===== src/rtl/fpna_bitstream_loader.sv =====
// Serial configuration-chain loader: shifts bytes MSB-first onto the chain head
// with one enable strobe per bit, and returns the bits leaving the chain tail as readback bytes.
module fpna_bitstream_loader #(
  parameter int BS_BITS = 256,
  parameter int DIV     = 0
) (
  input  logic       i_clk,
  input  logic       i_reset,
  input  logic       i_start,
  input  logic [7:0] i_in_data,
  input  logic       i_in_valid,
  output logic       o_in_ready,
  output logic       o_bs_in,
  output logic       o_config_en,
  input  logic       i_bs_out,
  output logic [7:0] o_rb_data,
  output logic       o_rb_valid,
  output logic       o_busy,
  output logic       o_done
);

  localparam int CW = $clog2(BS_BITS + 1);
  localparam int DW = (DIV > 0) ? $clog2(DIV + 1) : 1;
  localparam logic [CW-1:0] BIT_LAST = CW'(BS_BITS);
  localparam logic [DW-1:0] DIV_LAST = DW'(DIV);

  localparam logic [1:0] S_IDLE  = 2'd0;
  localparam logic [1:0] S_WAIT  = 2'd1;
  localparam logic [1:0] S_SHIFT = 2'd2;
  localparam logic [1:0] S_DONE  = 2'd3;

  logic [1:0]    r_state;
  logic [7:0]    r_sreg;
  logic [CW-1:0] r_bit_cnt;
  logic [3:0]    r_bidx;
  logic [DW-1:0] r_div;
  logic [7:0]    r_rb_byte;
  logic [3:0]    r_rb_cnt;
  logic [7:0]    r_rb_data;
  logic          r_rb_valid;
  logic          r_config_en;
  logic          r_in_ready;
  logic          r_busy;
  logic          r_done;

  logic [1:0]    w_state_nxt;
  logic [7:0]    w_sreg_nxt;
  logic [CW-1:0] w_bit_cnt_nxt;
  logic [3:0]    w_bidx_nxt;
  logic [DW-1:0] w_div_nxt;
  logic [7:0]    w_rb_byte_nxt;
  logic [3:0]    w_rb_cnt_nxt;
  logic [7:0]    w_rb_data_nxt;
  logic          w_rb_valid_nxt;
  logic [7:0]    w_rb_shift;
  logic [3:0]    w_rb_cnt_inc;
  logic [CW-1:0] w_bit_cnt_inc;
  logic [3:0]    w_bidx_inc;

  // Next-state and datapath update for the load session.
  always_comb begin
    w_state_nxt    = r_state;
    w_sreg_nxt     = r_sreg;
    w_bit_cnt_nxt  = r_bit_cnt;
    w_bidx_nxt     = r_bidx;
    w_div_nxt      = r_div;
    w_rb_byte_nxt  = r_rb_byte;
    w_rb_cnt_nxt   = r_rb_cnt;
    w_rb_data_nxt  = r_rb_data;
    w_rb_valid_nxt = 1'b0;
    w_rb_shift     = {r_rb_byte[6:0], i_bs_out};
    w_rb_cnt_inc   = r_rb_cnt + 4'd1;
    w_bit_cnt_inc  = r_bit_cnt + CW'(1);
    w_bidx_inc     = r_bidx + 4'd1;

    case (r_state)
      S_IDLE, S_DONE: begin
        if (i_start) begin
          w_state_nxt   = S_WAIT;
          w_bit_cnt_nxt = '0;
          w_rb_cnt_nxt  = 4'd0;
          w_rb_byte_nxt = 8'd0;
        end else begin
          w_state_nxt = r_state;
        end
      end
      S_WAIT: begin
        if (i_in_valid) begin
          w_sreg_nxt  = i_in_data;
          w_bidx_nxt  = 4'd0;
          w_div_nxt   = '0;
          w_state_nxt = S_SHIFT;
        end else begin
          w_state_nxt = S_WAIT;
        end
      end
      S_SHIFT: begin
        if (r_div == DIV_LAST) begin
          w_sreg_nxt    = {r_sreg[6:0], 1'b0};
          w_rb_byte_nxt = w_rb_shift;
          w_rb_cnt_nxt  = w_rb_cnt_inc;
          w_bit_cnt_nxt = w_bit_cnt_inc;
          w_bidx_nxt    = w_bidx_inc;
          w_div_nxt     = '0;
          if (w_rb_cnt_inc == 4'd8) begin
            w_rb_data_nxt  = w_rb_shift;
            w_rb_valid_nxt = 1'b1;
            w_rb_cnt_nxt   = 4'd0;
          end else begin
            w_rb_valid_nxt = 1'b0;
          end
          if (w_bit_cnt_inc == BIT_LAST) begin
            w_state_nxt = S_DONE;
            // A trailing partial byte is flushed left-justified.
            if (w_rb_cnt_inc != 4'd8) begin
              w_rb_data_nxt  = w_rb_shift << (4'd8 - w_rb_cnt_inc);
              w_rb_valid_nxt = 1'b1;
            end else begin
              w_rb_valid_nxt = 1'b1;
            end
          end else if (w_bidx_inc == 4'd8) begin
            w_state_nxt = S_WAIT;
          end else begin
            w_state_nxt = S_SHIFT;
          end
        end else begin
          w_div_nxt = r_div + DW'(1);
        end
      end
      default: begin
        w_state_nxt = S_IDLE;
      end
    endcase
  end

  // State, datapath and output registers; outputs are decoded from the next state.
  always_ff @(posedge i_clk or posedge i_reset) begin
    if (i_reset) begin
      r_state     <= S_IDLE;
      r_sreg      <= 8'd0;
      r_bit_cnt   <= '0;
      r_bidx      <= 4'd0;
      r_div       <= '0;
      r_rb_byte   <= 8'd0;
      r_rb_cnt    <= 4'd0;
      r_rb_data   <= 8'd0;
      r_rb_valid  <= 1'b0;
      r_config_en <= 1'b0;
      r_in_ready  <= 1'b0;
      r_busy      <= 1'b0;
      r_done      <= 1'b0;
    end else begin
      r_state     <= w_state_nxt;
      r_sreg      <= w_sreg_nxt;
      r_bit_cnt   <= w_bit_cnt_nxt;
      r_bidx      <= w_bidx_nxt;
      r_div       <= w_div_nxt;
      r_rb_byte   <= w_rb_byte_nxt;
      r_rb_cnt    <= w_rb_cnt_nxt;
      r_rb_data   <= w_rb_data_nxt;
      r_rb_valid  <= w_rb_valid_nxt;
      r_config_en <= (w_state_nxt == S_SHIFT) && (w_div_nxt == DIV_LAST);
      r_in_ready  <= (w_state_nxt == S_WAIT);
      r_busy      <= (w_state_nxt == S_WAIT) || (w_state_nxt == S_SHIFT);
      r_done      <= (w_state_nxt == S_DONE);
    end
  end

  assign o_in_ready  = r_in_ready;
  assign o_bs_in     = r_sreg[7];
  assign o_config_en = r_config_en;
  assign o_rb_data   = r_rb_data;
  assign o_rb_valid  = r_rb_valid;
  assign o_busy      = r_busy;
  assign o_done      = r_done;

endmodule


===== config.mk =====
export PLATFORM = sky130hd
export DESIGN_NAME = fpna_bitstream_loader
export DESIGN_NICKNAME = d
export VERILOG_FILES = /design/src/rtl/fpna_bitstream_loader.sv
export SDC_FILE = /design/constraint.sdc
export NUM_CORES = 1
export LEC_CHECK = 0
export ABC_AREA = 1
export CAP_MARGIN = 20
export CORE_MARGIN = 4
export CORE_UTILIZATION = 55
export CTS_CLUSTER_DIAMETER = 40
export DETAILED_ROUTE_END_ITERATION = 12
export PLACE_DENSITY = 0.77
export SYNTH_ARGS = -nofsm -noshare
export SYNTH_HDL_FRONTEND = slang
export SYNTH_SLANG_ARGS = --single-unit

===== constraint.sdc =====
create_clock -name i_clk -period 2.15 [get_ports i_clk]
set_input_delay 0.215 -clock i_clk [delete_from_list [all_inputs] [get_ports i_clk]]
set_output_delay 0.215 -clock i_clk [all_outputs]
set_load 0.01 [all_outputs]

==> report_table.html, run 1 <==
<table>
<tr><th>Metric</th><th>Value</th></tr>
<tr><th colspan="2">Yosys</th></tr>
<tr><td>Ys async rst share</td><td>100%</td></tr>
<tr><td>FF+latch count, synth</td><td>48</td></tr>
<tr><td>Cell types with the largest area share after synthesis</td><td>dfrtp_1 (42%), nand2_1 (16%), inv_1 (7.4%)</td></tr>
<tr><td>Post-synth top flop</td><td>dfrtp_1</td></tr>
<tr><td>Post-synth top area share</td><td>42.3%</td></tr>
<tr><td>Proportion of synthesized chip area in sequential cells</td><td>42.3%</td></tr>
<tr><td>Mean instance size in the synthesized netlist</td><td>7.35 sq um</td></tr>
<tr><td>Synth warn</td><td>0</td></tr>
<tr><td>Leading post-synthesis cells by instance count</td><td>nand2_1 (120), inv_1 (56), dfrtp_1 (48)</td></tr>
<tr><td>Post-synth net total</td><td>between 400 and 500</td></tr>
<tr><td>Number of distinct library cells after synthesis</td><td>34</td></tr>
<tr><td>Yosys top cell by area</td><td>dfrtp_1</td></tr>
<tr><td>Post-Syn Area</td><td>2840 sq um</td></tr>
<tr><td>Number of flops mapped to enable cells by yosys</td><td>0</td></tr>
<tr><td>Top-count cell post-synth</td><td>nand2_1</td></tr>
<tr><td>Synthesized netlist cell count</td><td>386</td></tr>
<tr><th colspan="2">Die</th></tr>
<tr><td>Top-level port count</td><td>27</td></tr>
<tr><td>Num rows</td><td>25</td></tr>
<tr><td>Core area</td><td>4850 sq um</td></tr>
<tr><td>Die extent in y</td><td>79.8 microns</td></tr>
<tr><td>Die X-Extent</td><td>~80 microns</td></tr>
<tr><td>Starting density of the core</td><td>58.5%</td></tr>
<tr><td>Full die area</td><td>6370 sq um</td></tr>
<tr><th colspan="2">Power</th></tr>
<tr><td>Net switching power of the design</td><td>1.57 mW</td></tr>
<tr><td>Switching part of the total</td><td>41.7%</td></tr>
<tr><td>Leakage power</td><td>1.60 nW</td></tr>
<tr><td>Power density of the placed cells</td><td>approximately 1100 nW/um^2</td></tr>
<tr><td>Sequential fraction of design power</td><td>34.6%</td></tr>
<tr><td>Worst ir drop on vdd</td><td>0.000646 V</td></tr>
<tr><td>Proportion of power drawn by the clock network</td><td>14.8%</td></tr>
<tr><td>Cell internal power dissipation</td><td>between 2 and 2.5 mW</td></tr>
<tr><td>Relative contribution of combinational cells to total power</td><td>50.6%</td></tr>
<tr><th colspan="2">Setup path</th></tr>
<tr><td>CP Data Arrival Time</td><td>2.17 ns</td></tr>
<tr><td>Largest driver fanout on the critical path</td><td>17</td></tr>
<tr><td>Depth of the most critical reg-to-reg path</td><td>9</td></tr>
<tr><td>Cell type of the slowest stage on the worst timing path</td><td>dfrtp_1</td></tr>
<tr><td>Worst Path Buf+Inv</td><td>2</td></tr>
<tr><td>Classification of the worst setup path</td><td>flop to flop</td></tr>
<tr><td>Capture instance of the worst register-to-register path</td><td>o_rb_data[5]</td></tr>
<tr><td>Required time of the critical path</td><td>2.35 ns</td></tr>
<tr><td>Element type at the critical path start</td><td>flop</td></tr>
<tr><td>Gate family responsible for the most delay along the worst path</td><td>simple AND/OR/NAND/NOR gates</td></tr>
<tr><td>Endpoint kind of the worst setup timing path</td><td>flop</td></tr>
<tr><td>Biggest cell delay along the critical path</td><td>0.61 ns</td></tr>
<tr><td>CP cell instances</td><td>nand3_1, nand2_1, nand2_1, nor2_1, inv_1, o21ai_0, inv_1, nand2_1, nand2_1</td></tr>
<tr><td>Worst reg2reg setup slack</td><td>around 0.18 ns</td></tr>
<tr><td>Most used cell, CP</td><td>nand2_1</td></tr>
<tr><td>Worst reg2reg startpoint</td><td>r_rb_cnt[2]</td></tr>
<tr><th colspan="2">STA</th></tr>
<tr><td>Portion of the clock cycle consumed by the worst path in the final layout</td><td>91.7%</td></tr>
<tr><td>Final Max Slew Viols</td><td>0</td></tr>
<tr><td>Time the worst path needs with I/O delays and setup</td><td>1.97 ns</td></tr>
<tr><td>Setup violations, final</td><td>0</td></tr>
<tr><td>Setup repair after global routing missed its margin</td><td>yes</td></tr>
<tr><td>Final hold vios</td><td>0</td></tr>
<tr><td>Measured slew at the worst slew-check pin</td><td>0.474 ns</td></tr>
<tr><td>Max_slew headroom</td><td>approximately two thirds</td></tr>
<tr><td>Fin Setup TNS</td><td>0 ns</td></tr>
<tr><td>Worst clock skew</td><td>0.00763 ns</td></tr>
<tr><td>Fmax</td><td>around 0.51 GHz</td></tr>
<tr><th colspan="2">Detailed routing</th></tr>
<tr><td>Total number of vias</td><td>about 2600</td></tr>
<tr><td>Iteration-0 DRC Markers</td><td>146</td></tr>
<tr><td>Via density per instance</td><td>5.22</td></tr>
<tr><td>Total detailed-routing wirelength</td><td>6290 microns</td></tr>
<tr><td>Final routed wire length divided by cell count</td><td>12.8 microns</td></tr>
<tr><td>Count of nets left with antenna violations after detail routing</td><td>0</td></tr>
<tr><td>Length of the first detailed-routing pass in iterations</td><td>5</td></tr>
<tr><td>Drc violations</td><td>0</td></tr>
<tr><th colspan="2">Run</th></tr>
<tr><td>MaxCap Viol Count</td><td>0</td></tr>
<tr><th colspan="2">Layout</th></tr>
<tr><td>Final-stage net count</td><td>about 450</td></tr>
<tr><td>Synthesis-to-layout area growth</td><td>18.2%</td></tr>
<tr><td>Number of inserted diodes</td><td>0</td></tr>
<tr><td>Share of post-route cells with drive strength above 1</td><td>11.3%</td></tr>
<tr><td>Fill cell instance count of the final layout</td><td>~400</td></tr>
<tr><td>Area of all placed cells without fillers</td><td>between 3000 and 4000 sq um</td></tr>
<tr><th colspan="2">Placed design</th></tr>
<tr><td>Half-perimeter wire length of the detailed placement result</td><td>4550 microns</td></tr>
<tr><td>IO buf count</td><td>26</td></tr>
<tr><td>Placed inst area</td><td>3220 sq um</td></tr>
<tr><td>Final RePlAce weighted congestion</td><td>0.863</td></tr>
<tr><th colspan="2">GRT</th></tr>
<tr><td>Largest net degree at the start of global routing</td><td>24</td></tr>
<tr><td>Total grt overflow</td><td>0</td></tr>
<tr><td>Via count of the first global-routing pass</td><td>roughly 2400</td></tr>
<tr><td>First-pass GRT wire length</td><td>11000 microns</td></tr>
<tr><td>Initial antenna violation count</td><td>0</td></tr>
<tr><td>Total global-route track usage</td><td>between 20 and 25%</td></tr>
<tr><th colspan="2">Hold path</th></tr>
<tr><td>Hold Crit Class</td><td>primary input to async pin</td></tr>
<tr><th colspan="2">CTS</th></tr>
<tr><td>Clock net sink count</td><td>48</td></tr>
<tr><td>H-tree Lvls</td><td>2</td></tr>
<tr><td>Number of buffers created by CTS</td><td>5</td></tr>
<tr><td>Cell at the root of the clock tree</td><td>clkbuf_8</td></tr>
<tr><td>CTS tree</td><td>built</td></tr>
<tr><td>CTS clk-pin slew, worst paths</td><td>0.09 ns</td></tr>
<tr><td>Clock latency on the worst-skew pair</td><td>0.30 ns</td></tr>
<tr><td>Max Root-Sink Buffers</td><td>2</td></tr>
<tr><th colspan="2">Status</th></tr>
<tr><td>Outcome</td><td>finished clean</td></tr>
</table>
cells by family (layout without fill, tap and decap cells):
| kind of cell | Yosys count | in the layout | synth area share, % |
|---|---|---|---|
| xor gates and xnor gates | 3 | 3 | 0.927 |
| AOI/OAI and AO/OA | 67 | 67 | 13.9 |
| DFF | 48 | 48 | 42.3 |
| adders and majority gates | 9 | 9 | 3.97 |
| and+or+nand+nor | 190 | 190 | 29.2 |
| buffers and inverters | 69 | 107 | 9.75 |
layout make-up:
type	count	area [sq um]	area share (%)
Multi-Input combinational cell	269	1390	41.3
Sequential cell	48	1200	35.9
Timing Repair Buffer	41	373	11.1
Inverter	58	218	6.49
Clock buffer	8	90.1	2.69
Tap cell	67	83.8	2.50
worst max path at each step:
stage | slack (ns) | end | start | cells after the start
global route | -0.04 | o_config_en | r_bit_cnt[1] | 16
floorplan | 0.21 | o_busy | r_bit_cnt[0] | 11
global placement | 0.16 | o_busy | r_bit_cnt[1] | 14
detailed placement | 0.08 | o_busy | r_bit_cnt[1] | 14
finish | 0.18 | o_rb_data[5] | r_rb_cnt[2] | 9
CTS | 0.06 | o_busy | r_bit_cnt[1] | 14
flip-flops by register name, summed over array words and instances (netlist names), 2 cells and up:
register / count
o_rb_data: 8
r_bidx: 4
r_bit_cnt: 9
r_rb_byte: 7
r_rb_cnt: 4
r_sreg: 8
r_state: 2
metrics by stage:
stage	hold WS (ns)	utilization (%)	power [mW]	setup slack (ns)	instances
after floorplan	0.365	-	2.56	0.209	386
after global placement	0.476	66.3	3.15	0.163	480
after detailed placement	0.479	66.3	3.19	0.0775	480
after CTS	0.261	68.2	3.77	0.0627	488
after global routing	0.281	69.1	4.15	-0.0351	491
final	0.245	69.1	3.77	0.178	491
layout by cell type, fill, tap and decap left out:
cell and n:
nor3_2 1, inv_2 3, o21ai_0 29, o211ai_1 6, o21ai_2 1, nor2_2 7
xor2_1 2, nor3_1 1, nand3b_1 2, nor2_1 21, nor2_4 3, o22ai_1 15
nand2_2 5, nand2_1 118, clkdlybuf4s50_1 26, o21a_1 1, a21oi_1 7, o21ai_1 2
o32ai_1 2, o31ai_1 1, nand2_4 1, nand3_1 25, xnor2_1 1, dfrtp_2 1
clkbuf_8 6, clkinv_1 1, buf_4 15, ha_2 1, ha_1 8, a21oi_2 1
clkbuf_1 2, and2_1 1, a211oi_2 1, inv_1 54, nand4_1 3, dfrtp_1 47
nand3_2 2, a32o_1 1
per-layer routing:
layer	track usage, %	wire length [microns]	up-vias	share of wire [%]
li1	-	-	1308	-
met1	30.6	2950	1182	47
met2	35.3	2990	66	48
met3	3.72	290	6	4.6
met4	5.07	57	0	0.91
met5	0	0	-	0
power groups by stage:
stage               clock network, mW  logic [mW]  registers (mW)
global placement                    0        1.84            1.32
floorplan                           0        1.20            1.35
CTS                             0.576        1.89            1.31
detailed placement                  0        1.87            1.32
global route                    0.614        2.19            1.34
finish                          0.557        1.91            1.31
timing repair:
item | CTS | global route
endpoints found under the setup margin | 0 | 6
hold buffers | 0 | 0
setup buffers | 0 | 3
gates resized for setup | 0 | 9
(Power assumes the default switching activity.)
==> run 2: changes to the inputs <==
--- a/config.mk
+++ b/config.mk
@@ -12,6 +12,7 @@
 export CTS_CLUSTER_DIAMETER = 40
 export DETAILED_ROUTE_END_ITERATION = 12
 export PLACE_DENSITY = 0.77
+export RECOVER_POWER = 25
 export SYNTH_ARGS = -nofsm -noshare
 export SYNTH_HDL_FRONTEND = slang
 export SYNTH_SLANG_ARGS = --single-unit
==> report_table.html, run 2 (synthesis gave the netlist of run 1 again) <==
<table>
<tr><th>Metric</th><th>Value</th></tr>
<tr><th colspan="2">Setup path</th></tr>
<tr><td>Worst setup path startpoint</td><td>r_rb_cnt[2]</td></tr>
<tr><td>Element type at the critical path start</td><td>flop</td></tr>
<tr><td>Endpoint kind of the worst setup timing path</td><td>flop</td></tr>
<tr><td>Capture instance of the worst register-to-register path</td><td>o_rb_data[5]</td></tr>
<tr><td>Depth of the most critical reg-to-reg path</td><td>9</td></tr>
<tr><td>Worst reg2reg startpoint</td><td>r_rb_cnt[2]</td></tr>
<tr><td>Capturing instance or port of the critical path</td><td>o_rb_data[5]</td></tr>
<tr><td>Required time of the critical path</td><td>2.35 ns</td></tr>
<tr><td>Classification of the worst setup path</td><td>flop to flop</td></tr>
<tr><td>CP Data Arrival Time</td><td>2.16 ns</td></tr>
<tr><td>Largest driver fanout on the critical path</td><td>17</td></tr>
<tr><td>Worst reg2reg setup slack</td><td>0.19 ns</td></tr>
<tr><th colspan="2">Power</th></tr>
<tr><td>Worst ir drop on vdd</td><td>0.000647 V</td></tr>
<tr><td>Power density of the placed cells</td><td>1130 nW/um^2</td></tr>
<tr><td>Proportion of power drawn by the clock network</td><td>14.8%</td></tr>
<tr><td>Total design power</td><td>approximately 3.8 mW</td></tr>
<tr><td>Relative contribution of combinational cells to total power</td><td>50.5%</td></tr>
<tr><td>Net switching power of the design</td><td>~1.6 mW</td></tr>
<tr><td>Switching part of the total</td><td>41.8%</td></tr>
<tr><td>Sequential fraction of design power</td><td>34.6%</td></tr>
<tr><td>Leakage power</td><td>1.60 nW</td></tr>
<tr><td>Cell internal power dissipation</td><td>2.20 mW</td></tr>
<tr><th colspan="2">CTS</th></tr>
<tr><td>Clock latency on the worst-skew pair</td><td>0.30 ns</td></tr>
<tr><td>CTS tree</td><td>built</td></tr>
<tr><td>Max Root-Sink Buffers</td><td>2</td></tr>
<tr><td>H-tree Lvls</td><td>2</td></tr>
<tr><td>Cell at the root of the clock tree</td><td>clkbuf_8</td></tr>
<tr><td>Count of hold buffers inserted by post-cts repair</td><td>0</td></tr>
<tr><td>Number of buffers created by CTS</td><td>5</td></tr>
<tr><td>CTS clk-pin slew, worst paths</td><td>0.09 ns</td></tr>
<tr><td>Clock net sink count</td><td>48</td></tr>
<tr><th colspan="2">STA</th></tr>
<tr><td>Fmax</td><td>about 0.51 GHz</td></tr>
<tr><td>Fin Setup TNS</td><td>0 ns</td></tr>
<tr><td>Setup repair after global routing missed its margin</td><td>yes</td></tr>
<tr><td>Hold Worst Slack</td><td>0.494 ns</td></tr>
<tr><td>Final Max Slew Viols</td><td>0</td></tr>
<tr><td>Measured slew at the worst slew-check pin</td><td>about 0.85 ns</td></tr>
<tr><td>Portion of the clock cycle consumed by the worst path in the final layout</td><td>91.4%</td></tr>
<tr><td>Setup violations, final</td><td>0</td></tr>
<tr><td>Worst clock skew</td><td>about 0.008 ns</td></tr>
<tr><td>Time the worst path needs with I/O delays and setup</td><td>slightly below 2 ns</td></tr>
<tr><td>Max_slew headroom</td><td>43.5%</td></tr>
<tr><td>Final hold vios</td><td>0</td></tr>
<tr><th colspan="2">Detailed routing</th></tr>
<tr><td>Drc violations</td><td>0</td></tr>
<tr><td>Via density per instance</td><td>5.21</td></tr>
<tr><td>Total number of vias</td><td>2557</td></tr>
<tr><td>Count of nets left with antenna violations after detail routing</td><td>0</td></tr>
<tr><td>Length of the first detailed-routing pass in iterations</td><td>5</td></tr>
<tr><td>Final routed wire length divided by cell count</td><td>12.8 microns</td></tr>
<tr><td>Total detailed-routing wirelength</td><td>6270 microns</td></tr>
<tr><td>Iteration-0 DRC Markers</td><td>around 160</td></tr>
<tr><th colspan="2">Die</th></tr>
<tr><td>Die extent in y</td><td>roughly 80 microns</td></tr>
<tr><td>Num rows</td><td>25</td></tr>
<tr><td>Core area</td><td>4850 sq um</td></tr>
<tr><td>Full die area</td><td>6370 sq um</td></tr>
<tr><td>Top-level port count</td><td>27</td></tr>
<tr><td>Starting density of the core</td><td>58.5%</td></tr>
<tr><td>Die X-Extent</td><td>79.8 microns</td></tr>
<tr><th colspan="2">Layout</th></tr>
<tr><td>Synthesis-to-layout area growth</td><td>18.0%</td></tr>
<tr><td>Largest reg by FF count</td><td>r_bit_cnt</td></tr>
<tr><td>Area of all placed cells without fillers</td><td>3350 sq um</td></tr>
<tr><td>Most common library cell in the layout ignoring fill and taps</td><td>nand2_1</td></tr>
<tr><td>Share of post-route cells with drive strength above 1</td><td>approximately 11%</td></tr>
<tr><td>Most frequent cells in the layout</td><td>nand2_1 (118), inv_1 (55), dfrtp_1 (47), o21ai_0 (29)</td></tr>
<tr><td>Number of inserted diodes</td><td>0</td></tr>
<tr><td>Final-stage net count</td><td>445</td></tr>
<tr><td>Post-route insts no fill</td><td>491</td></tr>
<tr><td>Max reg flops</td><td>9</td></tr>
<tr><td>Fill cell instance count of the final layout</td><td>392</td></tr>
<tr><th colspan="2">Placed design</th></tr>
<tr><td>Half-perimeter wire length of the detailed placement result</td><td>roughly 4500 microns</td></tr>
<tr><td>IO buf count</td><td>26</td></tr>
<tr><td>Final RePlAce weighted congestion</td><td>0.863</td></tr>
<tr><td>Placed inst area</td><td>approximately 3200 sq um</td></tr>
<tr><td>Count of placed standard cells including taps</td><td>480</td></tr>
<tr><th colspan="2">GRT</th></tr>
<tr><td>Total grt overflow</td><td>0</td></tr>
<tr><td>First-pass GRT wire length</td><td>~11000 microns</td></tr>
<tr><td>Via count of the first global-routing pass</td><td>2384</td></tr>
<tr><td>Largest net degree at the start of global routing</td><td>24</td></tr>
<tr><td>Initial antenna violation count</td><td>0</td></tr>
<tr><td>Total global-route track usage</td><td>21.8%</td></tr>
<tr><th colspan="2">Run</th></tr>
<tr><td>MaxCap Viol Count</td><td>0</td></tr>
<tr><th colspan="2">Hold path</th></tr>
<tr><td>Hold Crit Class</td><td>flop to flop</td></tr>
<tr><th colspan="2">Status</th></tr>
<tr><td>Outcome</td><td>finished clean</td></tr>
</table>
==> run 2: layout make-up <==
| cell class | instances | area, sq um | share of cell area (%) |
|---|---|---|---|
| inverter | 58 | 218 | 6.50 |
| clock buffer | 8 | 90.1 | 2.69 |
| multi-input combinational | 269 | 1390 | 41.4 |
| timing repair buffer | 41 | 369 | 11.0 |
| tap | 67 | 83.8 | 2.50 |
| sequential | 48 | 1200 | 35.9 |
==> run 2: critical path, stage by stage, from the launching register on <==
cell and delay [ns]:
dfrtp_1 0.61, nand3_1 0.16, nand2_1 0.09, nand2_1 0.08, nor2_1 0.21, inv_1 0.26, o21ai_0 0.26, inv_1 0.07
nand2_1 0.07, nand2_1 0.04
==> run 2: layer usage <==
layer / routed length, microns / GRT usage (%)
met1: 2960 / 30.6
met4: 65 / 5.07
met2: 2940 / 35.3
met3: 310 / 3.72
met5: 0 / 0
==> run 2: what timing repair did <==
| action | 4_1_cts | 5_1_grt |
|---|---|---|
| setup endpoints to repair | 0 | 6 |
| setup buffers | 0 | 3 |
| endpoints found under the hold margin | 0 | 0 |
| gates resized for setup | 0 | 9 |
==> run 2: through the flow <==
step                utilization [%]  setup WS, ns
global placement               66.3         0.163
detailed placement             66.3        0.0775
finish                         69.1         0.185
global route                   69.1       -0.0351
floorplan                         -         0.209
CTS                            68.2        0.0627
==> run 2: worst min-delay path by stage <==
stage,depth (start not counted),slack (ns),to,start
after CTS,2,0.26,r_sreg[0],i_reset
final,1,0.49,r_sreg[7],r_sreg[7]
after floorplan,2,0.37,r_sreg[0],i_in_data[0]
after detailed placement,1,0.48,r_sreg[7],r_sreg[7]
after global routing,3,0.52,r_sreg[0],i_in_data[0]
after global placement,1,0.48,r_sreg[7],r_sreg[7]
==> run 2: power groups by stage <==
| stage | logic, mW | registers (mW) | clock network (mW) |
|---|---|---|---|
| 6_report | 1.91 | 1.31 | 0.559 |
| 3_5_place_dp | 1.87 | 1.32 | 0 |
| 2_1_floorplan | 1.20 | 1.35 | 0 |
| 3_3_place_gp | 1.84 | 1.32 | 0 |
| 5_1_grt | 2.19 | 1.34 | 0.614 |
| 4_1_cts | 1.89 | 1.31 | 0.576 |
==> run 3: changes to the inputs <==
--- a/config.mk
+++ b/config.mk
@@ -5,7 +5,6 @@
 export SDC_FILE = /design/constraint.sdc
 export NUM_CORES = 1
 export LEC_CHECK = 0
-export ABC_AREA = 1
 export CAP_MARGIN = 20
 export CORE_MARGIN = 4
 export CORE_UTILIZATION = 55
==> report_table.html, run 3 <==
<table>
<tr><th>Metric</th><th>Value</th></tr>
<tr><th colspan="2">Layout</th></tr>
<tr><td>Most frequent cells in the layout</td><td>dfrtp_1 (46), buf_4 (30), nand2_1 (26), clkdlybuf4s50_1 (25), o21ai_0 (24)</td></tr>
<tr><td>Most common library cell in the layout ignoring fill and taps</td><td>dfrtp_1</td></tr>
<tr><td>Number of inserted diodes</td><td>0</td></tr>
<tr><td>Core occupancy in the finished layout</td><td>~73%</td></tr>
<tr><td>Final-stage net count</td><td>348</td></tr>
<tr><td>Largest reg by FF count</td><td>r_bit_cnt</td></tr>
<tr><td>Max reg flops</td><td>9</td></tr>
<tr><td>Synthesis-to-layout area growth</td><td>26.4%</td></tr>
<tr><td>Share of post-route cells with drive strength above 1</td><td>between 15 and 20%</td></tr>
<tr><td>Fill cell instance count of the final layout</td><td>356</td></tr>
<tr><td>Post-route insts no fill</td><td>around 390</td></tr>
<tr><th colspan="2">CTS</th></tr>
<tr><td>Max Root-Sink Buffers</td><td>2</td></tr>
<tr><td>Number of buffers created by CTS</td><td>5</td></tr>
<tr><td>Clock latency on the worst-skew pair</td><td>0.30 ns</td></tr>
<tr><td>Cell at the root of the clock tree</td><td>clkbuf_8</td></tr>
<tr><td>Count of hold buffers inserted by post-cts repair</td><td>0</td></tr>
<tr><td>H-tree Lvls</td><td>2</td></tr>
<tr><td>Clock net sink count</td><td>48</td></tr>
<tr><td>CTS tree</td><td>built</td></tr>
<tr><td>CTS clk-pin slew, worst paths</td><td>0.09 ns</td></tr>
<tr><th colspan="2">Placed design</th></tr>
<tr><td>IO buf count</td><td>26</td></tr>
<tr><td>Pre-CTS WS</td><td>-0.157 ns</td></tr>
<tr><td>Half-perimeter wire length of the detailed placement result</td><td>roughly 4300 microns</td></tr>
<tr><td>Final RePlAce weighted congestion</td><td>0.907</td></tr>
<tr><td>Count of placed standard cells including taps</td><td>roughly 380</td></tr>
<tr><th colspan="2">Detailed routing</th></tr>
<tr><td>Total detailed-routing wirelength</td><td>5750 microns</td></tr>
<tr><td>Final routed wire length divided by cell count</td><td>14.6 microns</td></tr>
<tr><td>Total number of vias</td><td>2238</td></tr>
<tr><td>Count of nets left with antenna violations after detail routing</td><td>0</td></tr>
<tr><td>Drc violations</td><td>0</td></tr>
<tr><td>Iteration-0 DRC Markers</td><td>115</td></tr>
<tr><td>Length of the first detailed-routing pass in iterations</td><td>4</td></tr>
<tr><td>Via density per instance</td><td>5.68</td></tr>
<tr><th colspan="2">Yosys</th></tr>
<tr><td>FF+latch count, synth</td><td>48</td></tr>
<tr><td>Top-count cell post-synth</td><td>dfrtp_1</td></tr>
<tr><td>Post-synth top area share</td><td>approximately 44%</td></tr>
<tr><td>Number of flops mapped to enable cells by yosys</td><td>0</td></tr>
<tr><td>Post-synth net total</td><td>between 200 and 300</td></tr>
<tr><td>Yosys top cell by area</td><td>dfrtp_1</td></tr>
<tr><td>Synthesized netlist cell count</td><td>273</td></tr>
<tr><td>Synth warn</td><td>0</td></tr>
<tr><td>Proportion of synthesized chip area in sequential cells</td><td>44.0%</td></tr>
<tr><td>Leading post-synthesis cells by instance count</td><td>dfrtp_1 (48), nand2_1 (26), o21ai_0 (25)</td></tr>
<tr><td>Post-synth top flop</td><td>dfrtp_1</td></tr>
<tr><td>Number of distinct library cells after synthesis</td><td>52</td></tr>
<tr><td>Mean instance size in the synthesized netlist</td><td>10.0 sq um</td></tr>
<tr><td>Post-synthesis adder-cell area fraction</td><td>4.13%</td></tr>
<tr><td>Multiplexer area fraction after synthesis</td><td>9.17%</td></tr>
<tr><td>Cell types with the largest area share after synthesis</td><td>dfrtp_1 (44%), o21ai_0 (4.6%), a22o_1 (4.2%)</td></tr>
<tr><td>Fraction of the mapped netlist area in compound gates</td><td>a little under a fifth</td></tr>
<tr><td>Parity-gate share of the synthesized area counting xor and xnor cells</td><td>2.57%</td></tr>
<tr><td>Main combinational cell family by area after synthesis</td><td>compound AO/OA/AOI/OAI gates</td></tr>
<tr><td>Simple-gate share of the synthesized area</td><td>around 17%</td></tr>
<tr><td>Ys async rst share</td><td>between 90% and 100%</td></tr>
<tr><td>Post-Syn Area</td><td>2730 sq um</td></tr>
<tr><th colspan="2">Die</th></tr>
<tr><td>Num rows</td><td>25</td></tr>
<tr><td>Top-level port count</td><td>27</td></tr>
<tr><td>Die extent in y</td><td>78.4 microns</td></tr>
<tr><td>Starting density of the core</td><td>57.4%</td></tr>
<tr><td>Die X-Extent</td><td>roughly 80 microns</td></tr>
<tr><td>Full die area</td><td>6150 sq um</td></tr>
<tr><td>Core area</td><td>4750 sq um</td></tr>
<tr><th colspan="2">Setup path</th></tr>
<tr><td>Largest driver fanout on the critical path</td><td>4</td></tr>
<tr><td>Gate family responsible for the most delay along the worst path</td><td>simple AND/OR/NAND/NOR gates</td></tr>
<tr><td>Element type at the critical path start</td><td>flop</td></tr>
<tr><td>CP Data Arrival Time</td><td>2.40 ns</td></tr>
<tr><td>Cell type of the slowest stage on the worst timing path</td><td>dfrtp_2</td></tr>
<tr><td>Worst reg2reg startpoint</td><td>r_bit_cnt[1]</td></tr>
<tr><td>Classification of the worst setup path</td><td>flop to flop</td></tr>
<tr><td>CP cell instances</td><td>ha_4, a21boi_2, o21ai_1, mux2_4, or3_4, nor2b_4, o311ai_4, ha_1</td></tr>
<tr><td>Worst setup path startpoint</td><td>r_bit_cnt[1]</td></tr>
<tr><td>Worst Path Buf+Inv</td><td>0</td></tr>
<tr><td>Required time of the critical path</td><td>2.34 ns</td></tr>
<tr><td>Endpoint kind of the worst setup timing path</td><td>flop</td></tr>
<tr><td>Biggest cell delay along the critical path</td><td>~0.45 ns</td></tr>
<tr><th colspan="2">GRT</th></tr>
<tr><td>Total global-route track usage</td><td>20.1%</td></tr>
<tr><td>Total grt overflow</td><td>0</td></tr>
<tr><td>First-pass GRT wire length</td><td>between 9000 and 10000 microns</td></tr>
<tr><td>Initial antenna violation count</td><td>0</td></tr>
<tr><td>Largest net degree at the start of global routing</td><td>31</td></tr>
<tr><td>Via count of the first global-routing pass</td><td>2191</td></tr>
<tr><th colspan="2">STA</th></tr>
<tr><td>Setup violations, final</td><td>4</td></tr>
<tr><td>Worst clock skew</td><td>0.00842 ns</td></tr>
<tr><td>Setup repair after global routing missed its margin</td><td>yes</td></tr>
<tr><td>Fmax</td><td>0.452 GHz</td></tr>
<tr><td>Measured slew at the worst slew-check pin</td><td>0.727 ns</td></tr>
<tr><td>Max_slew headroom</td><td>51.5%</td></tr>
<tr><td>Final hold vios</td><td>0</td></tr>
<tr><td>Final Max Slew Viols</td><td>0</td></tr>
<tr><td>Portion of the clock cycle consumed by the worst path in the final layout</td><td>103%</td></tr>
<tr><td>Post-route setup slack</td><td>-0.0613 ns</td></tr>
<tr><td>Time the worst path needs with I/O delays and setup</td><td>2.21 ns</td></tr>
<tr><th colspan="2">Power</th></tr>
<tr><td>Leakage power</td><td>1.52 nW</td></tr>
<tr><td>Power density of the placed cells</td><td>between 900 and 1000 nW/um^2</td></tr>
<tr><td>Worst ir drop on vdd</td><td>0.000513 V</td></tr>
<tr><th colspan="2">Run</th></tr>
<tr><td>MaxCap Viol Count</td><td>0</td></tr>
<tr><th colspan="2">Status</th></tr>
<tr><td>Failing checks</td><td>negative setup slack</td></tr>
<tr><td>Outcome</td><td>complete, but fails checks</td></tr>
<tr><th colspan="2">Hold path</th></tr>
<tr><td>Hold Crit Class</td><td>primary input to async pin</td></tr>
</table>
==> run 3: cell types whose count changed in the layout (fill, tap and decap cells not counted), sizes merged, moves of 10 or more <==
cell / change
nor2: -13
buf: +18
inv: -47
mux2i: +10
o22ai: -13
nand2: -98
a22o: +13
nand3: -22
==> run 3: per-layer routing <==
| metal | global-route usage, % | part of all wire, % | vias up |
|---|---|---|---|
| li1 | - | - | 1099 |
| met1 | 25.5 | 46 | 1086 |
| met2 | 35.4 | 49 | 48 |
| met3 | 3.44 | 4.0 | 5 |
| met4 | 5.07 | 1.0 | 0 |
| met5 | 0 | 0 | - |
==> run 3: layout make-up <==
cell class	count	area (sq um)	share of cell area [%]
clock buffers	6	72.6	2.10
clock inverters	2	35.0	1.02
inverters	10	37.5	1.09
multi-input cells	202	1500	43.3
flip-flops and latches	48	1200	34.9
well taps	67	83.8	2.43
repair buffers	59	522	15.1
==> run 3: logic make-up (layout without fill, tap and decap cells) <==
group	Yosys count	after routing
muxes	19	19
adders and majority gates	9	9
xor gates and xnor gates	8	8
buffers and inverters	23	77
and+or+nand+nor	89	89
AOI/OAI and AO/OA	77	77
DFF	48	48
==> run 3: timing repair <==
| item | in CTS | in global routing |
|---|---|---|
| gates resized for setup | 2 | 5 |
| pin swaps | 4 | 4 |
| setup buffers | 2 | 0 |
| endpoints found under the setup margin | 11 | 15 |
==> run 3: path summary, 6_finish.rpt <==
kind	endpoint	slack [ns]	cells past startpoint
setup / recovery	o_busy	-0.06	8
hold / removal	r_state[0]	0.47	2
setup reg to reg	o_busy	-0.06	8
hold reg to reg	o_rb_data[5]	0.50	1
max in group asynchronous	r_sreg[1]	0.51	3
min in group i_clk	o_rb_data[5]	0.50	1
==> run 3: through the flow <==
step | TNS (ns) | power (mW) | hold WS, ns | cell area (sq um)
after detailed placement | -0.706 | 2.72 | 0.482 | 3320
after global placement | -0.265 | 2.66 | 0.487 | 3320
after floorplan | -0.422 | 2.17 | 0.348 | 2780
after global routing | -1.11 | 3.61 | 0.530 | 3450
after CTS | -0.147 | 3.40 | 0.240 | 3450
final | -0.155 | 3.38 | 0.473 | 3450
==> run 3: power breakdown <==
group          switching, mW  internal (mW)  total (mW)  leakage (nW)
sequential             0.127           1.08        1.21         0.638
combinational          0.827          0.705        1.53         0.824
clock                  0.297          0.346       0.643        0.0552
